`config.mk`:
```
export PLATFORM = sky130hd
export DESIGN_NAME = opmem_seq
export DESIGN_NICKNAME = d
export VERILOG_FILES = /design/src/rtl/opmem_seq.sv
export SDC_FILE = /design/constraint.sdc
export NUM_CORES = 1
export LEC_CHECK = 0
export ABC_AREA = 1
export ABC_CLOCK_PERIOD_IN_PS = 4330
export CAP_MARGIN = 20
export CORE_MARGIN = 2
export CORE_UTILIZATION = 66
export CTS_BUF_LIST = sky130_fd_sc_hd__clkbuf_8
export DETAILED_ROUTE_END_ITERATION = 16
export PLACE_DENSITY = 0.93
export SKIP_LAST_GASP = 1
export SLEW_MARGIN = 20
export SYNTH_ARGS = -nofsm -noshare
export SYNTH_HDL_FRONTEND = slang
export SYNTH_SLANG_ARGS = --single-unit
export TNS_END_PERCENT = 1
```
`constraint.sdc`:
```
create_clock -name clk -period 4.33 [get_ports clk]
set_input_delay 1.299 -clock clk [delete_from_list [all_inputs] [get_ports clk]]
set_output_delay 1.299 -clock clk [all_outputs]
set_load 0.05 [all_outputs]
```
`src/rtl/opmem_seq.sv`:
```
// Opcode memory with auto-incrementing program load and in-order valid/ready fetch.
// Optional feature macro: OPMEM_LOOP_EN (fetch wraps to address 0 instead of ending).
module opmem_seq #(
  parameter int OP_W   = 8,
  parameter int ADDR_W = 4
) (
  input  logic              clk,
  input  logic              rst,
  input  logic              load_start,
  input  logic              load_valid,
  input  logic [OP_W-1:0]   load_op,
  input  logic              load_end,
  input  logic              run,
  input  logic              stop,
  input  logic              jump_en,
  input  logic [ADDR_W-1:0] jump_addr,
  input  logic              op_ready,
  output logic              op_valid,
  output logic [OP_W-1:0]   op,
  output logic [ADDR_W-1:0] pc,
  output logic [ADDR_W:0]   prog_len,
  output logic              busy,
  output logic              done,
  output logic              err
);

  localparam int DEPTH = 2 ** ADDR_W;

  typedef enum logic [1:0] {S_IDLE, S_LOAD, S_FETCH} state_t;

  state_t            state;
  logic [OP_W-1:0]   mem [DEPTH];
  logic [ADDR_W:0]   wptr;
  logic [ADDR_W-1:0] fptr;
  logic              wr_en;
  logic              last_xfer;
  logic              jump_ok;

  // load_start in LOAD restarts the pointer, so a coincident write is dropped
  assign wr_en     = !rst && (state == S_LOAD) && load_valid && !load_start;
  assign last_xfer = op_valid && op_ready &&
                     ({1'b0, pc} == prog_len - (ADDR_W+1)'(1));
  assign jump_ok   = ({1'b0, jump_addr} < prog_len);
  assign busy      = (state != S_IDLE);

  always_ff @(posedge clk) begin
    if (wr_en) mem[wptr[ADDR_W-1:0]] <= load_op;
  end

  always_ff @(posedge clk) begin
    if (rst) begin
      state    <= S_IDLE;
      wptr     <= '0;
      fptr     <= '0;
      op_valid <= 1'b0;
      op       <= '0;
      pc       <= '0;
      prog_len <= '0;
      done     <= 1'b0;
      err      <= 1'b0;
    end else begin
      done <= 1'b0;
      if (load_valid && state != S_LOAD) err <= 1'b1;
      case (state)
        S_IDLE: begin
          if (load_start) begin
            state    <= S_LOAD;
            wptr     <= '0;
            prog_len <= '0;
          end else if (run) begin
            if (prog_len != '0) begin
              state    <= S_FETCH;
              fptr     <= '0;
              op_valid <= 1'b0;
            end else begin
              err <= 1'b1;
            end
          end
        end
        S_LOAD: begin
          if (load_start) begin
            wptr <= '0;
          end else begin
            if (load_valid) begin
              wptr <= wptr + 1'b1;
              if (wptr == (ADDR_W+1)'(DEPTH - 1)) begin
                state    <= S_IDLE;
                prog_len <= (ADDR_W+1)'(DEPTH);
              end
            end
            if (load_end) begin
              state    <= S_IDLE;
              prog_len <= load_valid ? wptr + 1'b1 : wptr;
            end
          end
        end
        S_FETCH: begin
          if (stop) begin
            state    <= S_IDLE;
            op_valid <= 1'b0;
          end else if (jump_en && jump_ok) begin
            // Presented op is dropped; the target is read on the next cycle
            op_valid <= 1'b0;
            fptr     <= jump_addr;
          end else begin
            if (jump_en) err <= 1'b1;
            if (last_xfer) begin
              done <= 1'b1;
`ifdef OPMEM_LOOP_EN
              op       <= mem[0];
              pc       <= '0;
              fptr     <= ADDR_W'(1);
              op_valid <= 1'b1;
`else
              state    <= S_IDLE;
              op_valid <= 1'b0;
`endif
            end else if (!op_valid || op_ready) begin
              op       <= mem[fptr];
              pc       <= fptr;
              fptr     <= fptr + 1'b1;
              op_valid <= 1'b1;
            end
          end
        end
        default: state <= S_IDLE;
      endcase
    end
  end

endmodule

```
# [Yosys cells after proc, flatten, opt, wreduce, memory -nomap -nowiden]
# Memory sizes are Yosys's and may differ from the RTL's. A register that Yosys moved wholly into a read port is not among the register bits.
# Cells that the tools add are included.
[totals] word_cells=107 ff_bits=23 mem_bits_rw=128 out_inout_bits=21 n_memories=1 in_bits=21
[op_classes] n_eq_ne=20 muxes=47 n_bitwise=4 magnitude_cmp=1 add_sub_neg=3 n_reduce_logical=23
[mem_list] memory="mem" words=16 width=8 read_ports=1 rd_clocked_by_memory_dff=1 write_ports=1 line="32" source="logic [OP_W-1:0] mem [DEPTH];"
[op_table] op="$mux W5" n=7
[op_table] op="$mux W4" n=7
[op_table] op="$ne A3 B3 Y1 const B" n=7
[op_table] op="$mux W2" n=10
[op_table] op="$pmux W5 S2" n=2
[op_table] op="$mux W1" n=17
[op_table] op="$reduce_and A5 Y1" n=3
[op_table] op="$reduce_and A7 Y1" n=2
[op_table] op="$ne A2 B2 Y1 const B" n=6
[op_table] op="$pmux W4 S2" n=1
[op_table] op="$logic_and A1 B1 Y1" n=7
[op_table] op="$pmux W2 S3" n=1
[op_table] op="$reduce_bool A2 Y1" n=3
[op_table] op="$add A5 B1 Y5 const B" n=1
[op_table] op="$eq A4 B5 Y1" n=1
[op_table] op="$eq A5 B4 Y1 const B" n=1
[op_table] op="$lt A4 B5 Y1" n=1
[op_table] op="$ne A5 B5 Y1 const B" n=1
[op_table] op="$reduce_bool A5 Y1" n=1
[op_table] op="$sub A5 B1 Y5 const B" n=1
[op_table] op="$add A4 B1 Y4 const B" n=1
[op_table] op="$not A1 Y1" n=4
[op_table] op="$pmux W1 S2" n=2
[op_table] op="$reduce_or A4 Y1" n=1
[op_table] op="8 further kinds" n=10

# [Logic depth before layout (Yosys ltp)]
[logic_depth] word_depth=7 depth_mapped=16

# [Least setup slack after synthesis]
# OpenSTA, ideal clock, no wires.
[synth_timing] path_type="input port to flip-flop" from="input rst" to="memory mem[15][0] (enable)" setup_slack_ns=1.636 arrival_ns=2.310 stages=4 path_buffers=1 cell_sequence="clkbuf_1 -> inv_1 -> nand3_1 -> nor3_1"
[synth_via] elab_chain_cells=6
[synth_rtl] item="start: declaration" line="8" source="input logic rst,"
[synth_rtl] item="$logic_not A1 Y1" line="40" source="assign wr_en = !rst && (state == S_LOAD) && load_valid && !load_start;"
[synth_rtl] item="$logic_and A1 B1 Y1 (3 in series)" line="40"
[synth_rtl] item="$mux W1" line="47" source="if (wr_en) mem[wptr[ADDR_W-1:0]] <= load_op;"
[synth_rtl] item="$mux W1 (implied by the code)" line="47"
[synth_rtl] item="end: declaration" line="32"
# Every way passes these cells.

# [Final worst setup path]
[layout_timing] from="register state[0]" to="output busy"
[layout_via] elab_chain_cells=1
[layout_rtl] item="start: declaration" line="31" source="state_t state;"
[layout_rtl] item="start signal: assignment" line="52" source="state <= S_IDLE;"
[layout_rtl] item="start signal: assignment" line="67" source="state <= S_LOAD;"
[layout_rtl] item="start signal: assignment" line="72" source="state <= S_FETCH;"
[layout_rtl] item="$reduce_bool A2 Y1" line="44" source="assign busy = (state != S_IDLE);"
[layout_rtl] item="end: declaration" line="22" source="output logic busy,"
# Every way passes these cells.

==> out/metrics.yaml <==
clocking:
  clkTransAtPathRegs_ns: 0.09
  cts_root_buf: "clkbuf_8"
  clock-sinks: 159
  h-tree-depth: 4
  cts_resized: 0
  post_cts_buffers: 0
  insertion_delay_ns: 0.46
  clock_path_buffers: 2
  postCtsHoldBufs: 0
  cts_made_buffers: 17
  cts_tree: "done"
placement:
  io_buffers: 41
  pre_cts_ws_ns: 0.811
  placedCellCount: 784
  hpwl_um: 10600
  gp_congestion: 0.910
critical_path:
  worst-r2r-setup-slack_ns: 1.74
  end_kind: "primary output"
  path_class: "flip-flop to primary output"
  worst_ep_required_time_ns: 3.03
  cp-start-kind: "flip-flop"
  cp_max_fo: 6
  arrival_ns: 2.01
  startpoint: "state[0]$_SDFFE_PP0P_"
  cp_top_family: "buffers and inverters"
  path_buf_inv: 2
  r2r_end: "mem[13][7]$_DFFE_PP_"
  r2r-start: "state[0]$_SDFFE_PP0P_"
  cp_slowest_cell: "clkdlybuf4s50_1"
  max_stage_delay_ns: 0.84
  r2r_cells: 8
  path_cells: "nor2_1 > inv_2 > clkdlybuf4s50_1"
timing:
  fin_tns_setup_ns: 0
  finalMaxSlewViolations: 0
  rsz0062_at_grt: "false"
  fmax_ghz: 0.302
  period_share_pct: 76.3
  skew_ns: 0.0177
  hold_viol: 0
  finalSetupViolCount: 0
  worstMarginPinSlew_ns: 1.05
  setup_slack_ns: 1.02
  period_needed_ns: 3.31
  relSlewSlack_pct: 29.6
finish:
  fin_cells: 816
  nets: 698
  drive_above_1_share_pct: 7.21
  area_delta_synth_final_pct: 12.3
  antenna_cells: 0
floorplanning:
  pin_count: 42
  dieHeight_um: 106
  die-width_um: 106
  dieArea_um2: 11100
  core_area_um2: 10200
  rows: 37
  start_util_pct: 66.8
synth:
  synthCells: 633
  synth-simple-area-share_pct: 14.4
  synthAdderAreaFrac_pct: 1.84
  synth_most_common_cell: "edfxtp_1"
  synth_top_area_share_pct: 56.5
  synth_edf_count: 128
  synthArstFlopShare_pct: 0
  yosys_warnings: 0
  synthTopCellsByArea: "edfxtp_1, dfxtp_1, nor2_1, o21ai_0, nand2_1"
  synth_mux_area_share_pct: 0
  synth_area_um2: 6810
  synth-seq-cells: 159
  synth_commonest_cells: "edfxtp_1, nor2_1, nand2_1, o21ai_0"
  synth_cell_types: 35
  synth_ff_type: "edfxtp_1"
  yosysSeqAreaShare_pct: 65.6
  synth_xor_area_share_pct: 0.644
  synth_area_per_cell_um2: 10.8
  synth_compound_area_share_pct: 13.3
  synth_nets: 664
  synth.largest_area_cell: "edfxtp_1"
  synth_top_family_by_area: "simple AND/OR/NAND/NOR gates"
run:
  maxCapViolations: 0
route:
  wirelength_um: 16700
  firstDrtPassIters: 6
  num_vias: 5241
  final_antenna_net_count: 0
  drt-vias-per-instance: 6.42
  wl_per_cell_um: 20.5
  drc: 0
  drt_iter0_markers: 744
grt:
  grt_overflow: 0
  grt_use_total_pct: 31.0
  antenna_found_initial: 0
  grt_first_pass_wirelength_um: 26100
  grt_max_degree: 69
  grt_pass1_vias: 5058
hold_path:
  min_to: "op[3]$_SDFFE_PP0P_"
  worstHoldPathCells: 2
  hold_start: "op[3]$_SDFFE_PP0P_"
  min_path_type: "flip-flop to flip-flop"
power:
  finalPower_uw: 3220
  p_per_area_nw_per_um2: 421
  leakagePower_uw: 0.00263
  ir_drop_mv: 0.249
outcome:
  status: "finished, final reports clean"
registers in the layout, summed over array words and instances, names as in the netlist:
register  count
pc            4
wptr          5
mem         128
state         2
op            8
done          1
fptr          4
err           1
op_valid      1
prog_len      5
cells in the final DEF, fill, tap and decap left out, types with 6 or more instances in the layout:
cell type,synthesis,layout
edfxtp_1,128,128
nor2_1,126,126
nand2_1,78,78
o21ai_0,78,78
clkdlybuf4s50_1,0,41
inv_1,31,33
dfxtp_1,31,30
o221ai_1,24,24
a21oi_1,22,22
nand3_1,21,21
clkbuf_8,0,17
ha_1,10,10
o22ai_1,8,8
o21ai_1,7,7
o211ai_1,7,7
inv_6,0,6
worst reg2reg max path: cells and delay by family, from the launching register on:
kind | cells | cell delay (ns)
AND/OR/NAND/NOR | 5 | 1.31
flip-flops | 1 | 0.48
buffers and inverters | 3 | 0.45
per-layer routing:
| layer | share of wire [%] | global-route usage (%) | vias to the layer above |
|---|---|---|---|
| met5 | 0 | 0 | - |
| met4 | 2.9 | 11.7 | 0 |
| met3 | 11 | 6.43 | 59 |
| met2 | 49 | 50.8 | 393 |
| met1 | 37 | 41.4 | 2469 |
| li1 | - | - | 2320 |
layout make-up:
class	instances	area, um2
flip-flops and latches	159	4470
fillers	592	2540
multi-input cells	406	2050
repair buffers	46	448
clock buffers	17	234
well taps	136	170
inverters	37	139
clock inverters	15	134
worst max-delay path by stage:
stage,depth (start not counted),slack [ns],to
6_report,3,1.02,busy
5_1_grt,3,0.97,busy
4_1_cts,3,1.03,busy
3_5_place_dp,5,0.81,mem[0][7]$_DFFE_PP_
3_3_place_gp,5,0.95,mem[0][0]$_DFFE_PP_
2_1_floorplan,4,1.64,mem[15][0]$_DFFE_PP_
cell families (layout without fill, tap and decap cells):
logic type / after synthesis / count (layout)
and+or+nand+nor: 238 / 238
AOI/OAI and AO/OA: 153 / 153
adders and majority gates: 10 / 10
buffers and inverters: 68 / 115
xor gates and xnor gates: 5 / 5
DFF: 159 / 159
where the power goes:
part / switching [uW] / leakage, uW / internal [uW]
registers: 28.0 / 0.00140 / 1660
logic: 344 / 0.00103 / 145
clock network: 573 / 0.000190 / 462
stage by stage:
stage,area (um2),hold slack [ns],utilization [%]
after floorplan,6810,0.454,-
after global placement,7270,0.475,71.4
after detailed placement,7270,0.495,71.4
after CTS,7640,0.507,75.0
after global routing,7640,0.544,75.0
final,7640,0.520,75.0
Note: power is estimated with default switching activity, not from simulation.
==> patch (same flow settings) <==
Encoding of `state_t`: now one-hot (3 bits for 3 states).
--- a/src/rtl/opmem_seq.sv
+++ b/src/rtl/opmem_seq.sv
@@ -26,7 +26,7 @@
 
   localparam int DEPTH = 2 ** ADDR_W;
 
-  typedef enum logic [1:0] {S_IDLE, S_LOAD, S_FETCH} state_t;
+  typedef enum logic [2:0] {S_IDLE = 3'b001, S_LOAD = 3'b010, S_FETCH = 3'b100} state_t;
 
   state_t            state;
   logic [OP_W-1:0]   mem [DEPTH];
Formal check against the unedited RTL: same outputs for any inputs over 4 cycles, from zero or initial values and one cycle with rst high; so few cycles prove little.
==> patch against the original RTL <==
- worst setup slack improved by 0.15 ns
- synthesized area increased by 3.4%
- sequential share of layout area decreased by 1.5 points
- total power decreased by 8.0%
- routed wire length increased by 0.87%
- sequential cell count increased by 1
- design area increased by 3.1%
- clock skew decreased by 0.0010 ns
- register-to-register slack improved by 0.11 ns
- largest cell class unchanged
==> patch: results (changes against the original RTL) <==
| Metric | Value |
|---|---|
| Min-delay src | `wptr[4]` |
| Total Routing Usage GR | `30.8% (-0.28 points)` |
| DR vias/cell | `6.24 (-2.9%)` |
| Mapped Nets | `708 (+6.6%)` |
| PortBufs | `41 (unchanged)` |
| Clock Path Buffers | `2 (unchanged)` |
| Post-DP Area | `0.00751 sq mm (+3.2%)` |
| Total length of routed wires | `16900 um (+0.87%)` |
| Half-perimeter wire length after placement | `10900 um (+2.2%)` |
| First-pass GRT wire length | `26200 um (+0.32%)` |
| Commonest cells post-synth | `128 x edfxtp_1, 128 x nor2_1, 101 x nand2_1, 68 x o21ai_0, 44 x inv_1` |
| Post-synth EDFFs | `128 (unchanged)` |
| CP Max Fanout | `3 (-3)` |
| Leading post-synthesis cells by cell area | `edfxtp_1 55%, dfxtp_1 9.1%, nor2_1 6.8%, nand2_1 5.4%, o21ai_0 4.8%` |
| Final nets | `742 (+6.3%)` |
| Status | `finished, final reports clean` |
| Largest net degree at the start of global routing | `69 (unchanged)` |
| Critical path arrival | `1.86 ns (-0.15 ns)` |
| H-tree lvl count | `4 (unchanged)` |
| Num CTS Buffers | `17 (unchanged)` |
| GPL Wtd Cong | `0.905 (-0.58%)` |
| Async S/R FF share, synth | `0% (unchanged)` |
| Top_reg_cell synth | `edfxtp_1` |
| Hold Path Class | `reg2reg` |
| Initial antenna violation count | `0 (unchanged)` |
| Synth warn | `0 (unchanged)` |
| Share of cells above drive strength 1 | `9.67% (+2.5 points)` |
| Hold_buf cts | `0 (unchanged)` |
| CTS root buffer | `clkbuf_8` |
| 1st-iter DRT viols | `860 (+16%)` |
| Detailed Routing Iterations Pass 1 | `7 (+1)` |
| Post-CTS Setup Repair Bufs | `0 (unchanged)` |
| Worst Skew | `0.0167 ns (-0.00103 ns)` |
| Worst Setup SP | `state[0]` |
| Peak supply drop | `0.250 mV (+0.40%)` |
| Post-place setup slack | `0.945 ns (+0.134 ns)` |
| Seq/Total Area, Yosys | `63.7% (-1.9 points)` |
| Max FFs per register | `128 (unchanged)` |
| Reg clk slew, reported paths | `0.09 ns (about the same)` |
| Vias in the first global route | `5229 (+3.4%)` |
| Reg2reg start | `fptr[0]` |
| Synth unique cells | `34 (-2.9%)` |
| Antenna diode count | `0 (unchanged)` |
| Fill cells | `590 (-0.34%)` |
| Leakage | `2.81 nW (+7.0%)` |
| Slew HR | `31.1% (+1.5 points)` |
[patch: logic make-up after synthesis]
group | after synthesis | share of synthesized area [%]
adder cells (fa/ha/maj) | 10 | 1.78
AO/OA/AOI/OAI | 133 | 11.1
flip-flops | 160 | 63.7
AND/OR/NAND/NOR | 280 | 17.5
XOR/XNOR | 5 | 0.622
buffers and inverters | 89 | 5.30
[patch: critical path, cell delays in order (launching register included)]
cell and delay, ns:
dfxtp_1 0.40, inv_2 0.06, nor3_2 0.17, inv_2 0.07
clkdlybuf4s50_1 0.70
[patch: worst paths after layout]
kind / slack, ns / to / cells past startpoint
max reg2reg: 1.85 / op[2] / 9
max: 1.17 / busy / 4
min reg2reg: 0.49 / wptr[4] / 2
min: 0.49 / wptr[4] / 2
[patch: cell type report]
cell class | count | area [sq um] | area share, %
clock buffer | 18 | 248 | 3.14
inverter | 57 | 214 | 2.72
sequential | 160 | 4490 | 56.9
timing repair buffer | 47 | 455 | 5.78
multi-input combinational | 428 | 2180 | 27.7
clock inverter | 14 | 124 | 1.57
tap | 136 | 170 | 2.16
[patch: routing by layer]
layer | track usage [%] | part of all wire, % | vias up
met5 | 0 | 0 | -
met4 | 13.3 | 3.5 | 0
met3 | 7.08 | 12 | 67
met2 | 49.9 | 48 | 369
met1 | 40.1 | 36 | 2506
li1 | - | - | 2422
[patch: power by group]
group,switching [mW],total [mW],internal [mW]
clock network,0.591,1.02,0.433
registers,0.00979,1.67,1.66
logic,0.184,0.259,0.0751
[patch: stage by stage]
| stage | power, mW | instances |
|---|---|---|
| floorplan | 1.87 | 677 |
| global placement | 1.95 | 828 |
| detailed placement | 1.96 | 828 |
| CTS | 2.95 | 860 |
| global route | 3.03 | 860 |
| finish | 2.96 | 860 |
